### config.mk
export PLATFORM = sky130hd
export DESIGN_NAME = bi_shift_ctrl_flat
export DESIGN_NICKNAME = d
export VERILOG_FILES = /design/src/rtl/bi_shift_ctrl_if.sv /design/src/rtl/bi_shift_ctrl.sv /design/src/flat_wrapper.sv
export SDC_FILE = /design/constraint.sdc
export NUM_CORES = 1
export LEC_CHECK = 0
export ABC_AREA = 1
export BUFFER_PORTS_ARGS = -buffer_cell sky130_fd_sc_hd__buf_4
export CAP_MARGIN = 20
export CORE_MARGIN = 2
export CORE_UTILIZATION = 25
export CTS_BUF_LIST = sky130_fd_sc_hd__clkbuf_8
export DETAILED_ROUTE_END_ITERATION = 12
export MAX_ROUTING_LAYER = met4
export SLEW_MARGIN = 5
export SYNTH_ARGS = -nofsm -noshare
export SYNTH_HDL_FRONTEND = slang
export SYNTH_SLANG_ARGS = --single-unit
### constraint.sdc
create_clock -name clk -period 1.45 [get_ports clk]
set_clock_uncertainty 0.05 [all_clocks]
set_input_delay 0.29 -clock clk [delete_from_list [all_inputs] [get_ports clk]]
set_output_delay 0.29 -clock clk [all_outputs]
set_load 0.1 [all_outputs]
### src/rtl/bi_shift_ctrl_if.sv
// Request/acknowledge bundle between the button/debounce logic (master)
// and the bi_shift_ctrl sequencer (slave).
interface bi_shift_ctrl_if;
    logic push_req;
    logic pop_req;
    logic push_bit;
    logic ready;
    logic ack;

    modport master (
        output push_req,
        output pop_req,
        output push_bit,
        input  ready,
        input  ack
    );

    modport slave (
        input  push_req,
        input  pop_req,
        input  push_bit,
        output ready,
        output ack
    );
endinterface

### src/rtl/bi_shift_ctrl.sv
// Push/pop sequencer for a DEPTH-stage bidirectional shift register.
// Optional feature: define BI_SHIFT_CTRL_OVF_DROP_EN to let a push while full shift out the oldest bit.
module bi_shift_ctrl #(
    parameter int DEPTH    = 4,
    parameter int CW       = 3,
    parameter int HOLD_CYC = 0,
    parameter int HW       = 8
) (
    input  logic          clk,
    input  logic          rst,
    bi_shift_ctrl_if.slave req_if,
    output logic          sr_in,
    output logic          sr_enb,
    output logic          sr_dir,
    output logic [CW-1:0] count,
    output logic          full,
    output logic          empty,
    output logic          err_ovf,
    output logic          err_unf
);

`ifdef BI_SHIFT_CTRL_OVF_DROP_EN
    localparam bit OVF_DROP = 1'b1;
`else
    localparam bit OVF_DROP = 1'b0;
`endif

    localparam bit            HAS_HOLD  = (HOLD_CYC > 0);
    localparam logic [HW-1:0] HOLD_LAST = HW'((HOLD_CYC > 0) ? HOLD_CYC - 1 : 0);
    localparam logic [CW-1:0] COUNT_MAX = CW'(DEPTH);

    typedef enum logic [1:0] {
        IDLE = 2'd0,
        EXEC = 2'd1,
        HOLD = 2'd2
    } state_t;

    state_t        state_q, state_d;
    logic [HW-1:0] hold_cnt_q, hold_cnt_d;
    logic          op_push_q, op_push_d;
    logic [CW-1:0] count_q, count_d;
    logic          err_ovf_q, err_ovf_d;
    logic          err_unf_q, err_unf_d;
    logic          ack_q, ack_d;
    logic          sr_enb_q, sr_enb_d;
    logic          sr_dir_q, sr_dir_d;
    logic          sr_in_q, sr_in_d;

    logic full_w;
    logic empty_w;
    logic any_req;

    assign full_w  = (count_q == COUNT_MAX);
    assign empty_w = (count_q == '0);
    assign any_req = req_if.push_req | req_if.pop_req;

    always_ff @(posedge clk or posedge rst) begin
        if (rst) begin
            state_q    <= IDLE;
            hold_cnt_q <= '0;
        end else begin
            state_q    <= state_d;
            hold_cnt_q <= hold_cnt_d;
        end
    end

    always_comb begin
        state_d    = state_q;
        hold_cnt_d = hold_cnt_q;
        case (state_q)
            IDLE: begin
                if (any_req) begin
                    state_d = EXEC;
                end
            end
            EXEC: begin
                hold_cnt_d = '0;
                state_d    = HAS_HOLD ? HOLD : IDLE;
            end
            HOLD: begin
                if (hold_cnt_q == HOLD_LAST) begin
                    hold_cnt_d = '0;
                    state_d    = IDLE;
                end else begin
                    hold_cnt_d = hold_cnt_q + 1'b1;
                end
            end
            default: begin
                hold_cnt_d = '0;
                state_d    = IDLE;
            end
        endcase
    end

    // Strobes are decided at acceptance so they appear, registered, during EXEC;
    // occupancy and sticky errors commit on the edge that ends EXEC.
    always_comb begin
        op_push_d = op_push_q;
        count_d   = count_q;
        err_ovf_d = err_ovf_q;
        err_unf_d = err_unf_q;
        ack_d     = 1'b0;
        sr_enb_d  = 1'b0;
        sr_dir_d  = sr_dir_q;
        sr_in_d   = sr_in_q;
        case (state_q)
            IDLE: begin
                if (any_req) begin
                    op_push_d = req_if.push_req;
                    ack_d     = 1'b1;
                    sr_dir_d  = req_if.push_req;
                    sr_in_d   = req_if.push_req & req_if.push_bit;
                    sr_enb_d  = req_if.push_req ? (~full_w | OVF_DROP) : ~empty_w;
                end
            end
            EXEC: begin
                if (op_push_q) begin
                    if (full_w) begin
                        err_ovf_d = 1'b1;
                    end else begin
                        count_d = count_q + 1'b1;
                    end
                end else begin
                    if (empty_w) begin
                        err_unf_d = 1'b1;
                    end else begin
                        count_d = count_q - 1'b1;
                    end
                end
            end
            default: begin
                op_push_d = op_push_q;
            end
        endcase
    end

    always_ff @(posedge clk or posedge rst) begin
        if (rst) begin
            op_push_q <= 1'b0;
            count_q   <= '0;
            err_ovf_q <= 1'b0;
            err_unf_q <= 1'b0;
            ack_q     <= 1'b0;
            sr_enb_q  <= 1'b0;
            sr_dir_q  <= 1'b0;
            sr_in_q   <= 1'b0;
        end else begin
            op_push_q <= op_push_d;
            count_q   <= count_d;
            err_ovf_q <= err_ovf_d;
            err_unf_q <= err_unf_d;
            ack_q     <= ack_d;
            sr_enb_q  <= sr_enb_d;
            sr_dir_q  <= sr_dir_d;
            sr_in_q   <= sr_in_d;
        end
    end

    assign req_if.ready = (state_q == IDLE);
    assign req_if.ack   = ack_q;
    assign sr_in        = sr_in_q;
    assign sr_enb       = sr_enb_q;
    assign sr_dir       = sr_dir_q;
    assign count        = count_q;
    assign full         = full_w;
    assign empty        = empty_w;
    assign err_ovf      = err_ovf_q;
    assign err_unf      = err_unf_q;

endmodule
### src/flat_wrapper.sv
// flat-port wrapper written by rule: the top's interface ports become plain ports
module bi_shift_ctrl_flat 
#(
    parameter int DEPTH    = 4,
    parameter int CW       = 3,
    parameter int HOLD_CYC = 0,
    parameter int HW       = 8
)
  (clk, rst, sr_in, sr_enb, sr_dir, count, full, empty, err_ovf, err_unf, req_if_push_req, req_if_pop_req, req_if_push_bit, req_if_ready, req_if_ack);
  bi_shift_ctrl_if req_if_i ();
  input  logic clk;
  input  logic rst;
  output logic sr_in;
  output logic sr_enb;
  output logic sr_dir;
  output logic [CW-1:0] count;
  output logic full;
  output logic empty;
  output logic err_ovf;
  output logic err_unf;
  input wire logic [$bits(req_if_i.push_req)-1:0] req_if_push_req;
  input wire logic [$bits(req_if_i.pop_req)-1:0] req_if_pop_req;
  input wire logic [$bits(req_if_i.push_bit)-1:0] req_if_push_bit;
  output wire logic [$bits(req_if_i.ready)-1:0] req_if_ready;
  output wire logic [$bits(req_if_i.ack)-1:0] req_if_ack;
  assign req_if_i.push_req = req_if_push_req;
  assign req_if_i.pop_req = req_if_pop_req;
  assign req_if_i.push_bit = req_if_push_bit;
  assign req_if_ready = req_if_i.ready;
  assign req_if_ack = req_if_i.ack;
  bi_shift_ctrl #(.DEPTH(DEPTH), .CW(CW), .HOLD_CYC(HOLD_CYC), .HW(HW)) u_core (.clk(clk), .rst(rst), .req_if(req_if_i), .sr_in(sr_in), .sr_enb(sr_enb), .sr_dir(sr_dir), .count(count), .full(full), .empty(empty), .err_ovf(err_ovf), .err_unf(err_unf));
endmodule
After elaboration in Yosys (flattened, before gate mapping)
Cells that the tools add are included. Widths: inputs -> output; s select.

ROM bits: 0. RAM bits: 0. Input port bits: 5. Logic and storage cells: 45. Latch bits: 0. Register bits: 19. Output and inout bits: 12. Memories: 0.

Order comparisons: 0. Shift-type cells: 0. Bitwise gates (word level): 5. Divide/modulo/power cells: 0. $add $sub $neg: 3. Multiplexer cells: 13. Multiply operators: 0. Reduce and logical (&&, ||, !) cells: 8. Eq/ne operators: 7.

Operators with widths (number): $pmux 8 s2 (1); $mux 3 (3); $reduce_and 3->1 (3); $add 8x1->8 const B (1); $logic_not 8->1 (1); $mux 8 (1); $ne 2x1->1 const B (3); $mux 1 (5); $mux 2 (2); $pmux 2 s2 (1); $reduce_and 2->1 (2); $add 3x1->3 const B (1); $eq 3x3->1 const B (1); $logic_not 3->1 (1); $not 1->1 (3); $sub 3x1->3 const B (1); $eq 2x1->1 const B (1); $eq 2x2->1 const B (1); $logic_not 2->1 (1); $ne 2x2->1 const B (1); $and 1x1->1 (1); $or 1x1->1 (1).

Logic depth before layout (Yosys ltp)
Depth after elaboration: 5. Depth in mapped cells: 7. Gate-level depth less buffers: 7.

Worst setup path after synthesis
Ideal clock, no wire load.

Kind: reg2out. Start: reg u_core.count_q[2], in the netlist u_core.count[2]. End: out full. Data arrival time: 2.430 ns. Required time: 1.110 ns. Path buffers: 0. Slack: -1.320 ns. Stages on the path, launching flop included: 3. Path through: dfrtp_1 inv_1 nor2_1.

Word-level cells in the longest chain between the ends: 1.

Ends and longest elaborated chain: from (decl) (line bi_shift_ctrl.sv:41) `logic [CW-1:0] count_q, count_d;`; from (signal assigned) (line bi_shift_ctrl.sv:149) `count_q <= count_d;`; $eq 3x3->1 (line bi_shift_ctrl.sv:53) `assign full_w = (count_q == COUNT_MAX);`; to (decl) (line flat_wrapper.sv:17) `output logic full;`.

No other way between the ends.

Final worst setup path
Start: reg u_core.count_q[0], in the netlist u_core.count[0]. End: out full.

The elaborated chain is that of the path after synthesis.

==> out/results.ini <==
[detailed_routing]
wl_per_cell_um = 10.8
drt_wl_total_um = 1130
first_pass_iters = 2
vias_per_cell = 4.14
drc = 0
wl_met1_um = 453
drtIter0Drc = 4
wl_met3_um = 50
highest_layer = met4
vias = 435
drt.antenna.violating_nets = 0
wl_met2_um = 618

[sta]
maxSlewViolCount = 0
finalSetupViolations = 3
report.final.hold_viol_count = 4
max_slew_margin_pct = 73.2
timing.final.ws_setup_ns = -0.0694
timing.final.crit_share_pct = 105
rsz0062_at_grt = true
fin_crit_ns = 1.52
worstMarginPinSlew_ns = 0.402
max_freq_mhz = 658
holdWs_ns = -0.00505

[critical_path]
critPathArrivalTime_ns = 1.18
timing.rr.end = u_core.count[2]
path_class = reg2out
reg2reg_slack_ns = -0.01
setup.worst_path.start_class = flop
rr_worst_depth = 6
cp.required_ns = 1.11
cp_max_fo = 4
endpoint_kind = primary output
rr_startpoint = u_core.count[1]

[synth]
yosys_warnings = 0
synthTopCellsByArea = dfrtp_1 53%, nand2_1 15%, inv_1 5.6%
ys_seq_area_share_pct = 53.5
ys_seq_elements = 10
synth.distinct_cells = 15
synth_common_cells = 19 x nand2_1, 10 x dfrtp_1, 7 x inv_1, 5 x nor2_1
netlist.area_leader.share_pct = 53.5
syn_area_um2 = 468
yosysMostFrequentCell = nand2_1
synthCells = 56
syn_nets = 62
avgSynthCellArea_um2 = 8.36
synth_top_flop_cell = dfrtp_1
synth_edf_count = 0
async_flop_share_pct = 100
synth_top_cell_by_area = dfrtp_1

[job]
cap_violations = 0

[placed_design]
place_hpwl_um = 847
portBuffers = 16
globalplace.congestion = 0.787
dp_cells = 98

[cts]
cts_htree_levels = 1
cts_num_sinks = 10
cts_buffer_depth = 2
cts_tree = yes
clock-root-buffer = clkbuf_8
insertion_delay_ns = 0.23
cts_inserted_buffers = 3
clk_pin_slew_worst_paths_ns = 0.05

[grt]
antenna_found_initial = 0
grt_max_degree = 11
grt-ovfl-total = 0
grt_use_total_pct = 12.4
grt_pass1_vias = 435
grt_pass1_wl_um = 1780

[finish]
nFillCells = 175
finalNonFillerCells = 105
layout-area-overhead-vs-synth_pct = 66.6
antenna_cells = 0
final_util_pct = 44.7
drive_gt1_share_pct = 48.8
fin_nets = 87

[die]
start_util_pct = 26.8
dieArea_um2 = 2230
die_height_um = 47.3
core_um2 = 1750
die_w_um = 47.3
ioPinCount = 17
num_rows = 15

[run_status]
violations = negative hold slack, negative setup slack
status = finished, violations left

[worst_hold_path]
hp-class = in2async

[sequential cells by signal, summed over array words and instances (netlist names)]
register / flops
u_core.sr_enb: 1
u_core.err_unf: 1
u_core.err_ovf: 1
u_core.req_if.ack: 1
u_core.op_push_q: 1
u_core.sr_in: 1
u_core.count: 3
u_core.state_q: 1
[logic make-up (layout without fill, tap and decap cells)]
group / Yosys count / in the layout / share of synthesized area [%]
AND/OR/NAND/NOR: 31 / 31 / 29.1
flip-flops: 10 / 10 / 53.5
buffers and inverters: 9 / 33 / 7.22
AO/OA/AOI/OAI: 5 / 5 / 5.88
adder cells (fa/ha/maj): 1 / 1 / 4.28
[layout make-up]
| type | count | area [um2] | area share [%] |
|---|---|---|---|
| Tap cell | 25 | 31.3 | 4.01 |
| Multi-Input combinational cell | 37 | 206 | 26.5 |
| Inverter | 9 | 38.8 | 4.98 |
| Timing Repair Buffer | 20 | 183 | 23.4 |
| Clock buffer | 4 | 55.1 | 7.06 |
| Sequential cell | 10 | 265 | 34.0 |
[critical path, cell delays in order (launching register included)]
cell and delay (ns):
dfrtp_4 0.50, inv_4 0.07, nand2_4 0.06, nor2_4 0.13
buf_12 0.18
[worst max path at each step]
stage	start	endpoint	slack, ns	cells after the start
after global routing	u_core.count[0]	empty	-0.10	4
after CTS	u_core.count[0]	empty	-0.07	4
final	u_core.count[0]	full	-0.07	4
after floorplan	u_core.count[1]	empty	-0.20	3
after global placement	u_core.count[0]	empty	0.07	4
after detailed placement	u_core.count[0]	empty	0.05	4
[metal layers]
| metal | global-route usage [%] | vias up |
|---|---|---|
| met1 | 13.3 | 204 |
| met3 | 3.46 | 2 |
| met2 | 20.3 | 11 |
| li1 | - | 218 |
| met4 | 6.67 | 0 |
| met5 | - | - |
[what timing repair did]
action / in CTS / in global routing
hold buffers: 0 / 0
gates resized for setup: 7 / 1
pin swaps: 2 / 1
endpoints found under the setup margin: 2 / 4
setup buffers: 3 / 0
[through the flow]
step / hold WS (ns) / area, um2 / worst slack, ns / setup TNS [ns]
6_report: -0.00505 / 779 / -0.0694 / -0.149
5_1_grt: 0.0190 / 779 / -0.103 / -0.271
3_3_place_gp: 0.250 / 669 / 0.0749 / 0
4_1_cts: 0.00743 / 776 / -0.0741 / -0.135
3_5_place_dp: 0.257 / 669 / 0.0467 / 0
2_1_floorplan: 0.0803 / 510 / -0.198 / -0.830
[placed cells by master (no fill, tap or decap), drive strengths merged]
| cell type | netlist | final |
|---|---|---|
| inv | 9 | 9 |
| o21ai | 3 | 3 |
| nand2 | 21 | 21 |
| buf | 0 | 20 |
| nor2 | 6 | 6 |
| a21oi | 1 | 1 |
| clkbuf | 0 | 4 |
| nand3b | 1 | 1 |
| nand3 | 3 | 3 |
| o21bai | 1 | 1 |
| dfrtp | 10 | 10 |
| fa | 1 | 1 |
Power is not shown: default switching activity piles up to over one toggle a cycle in this logic, so the estimate is an artifact.
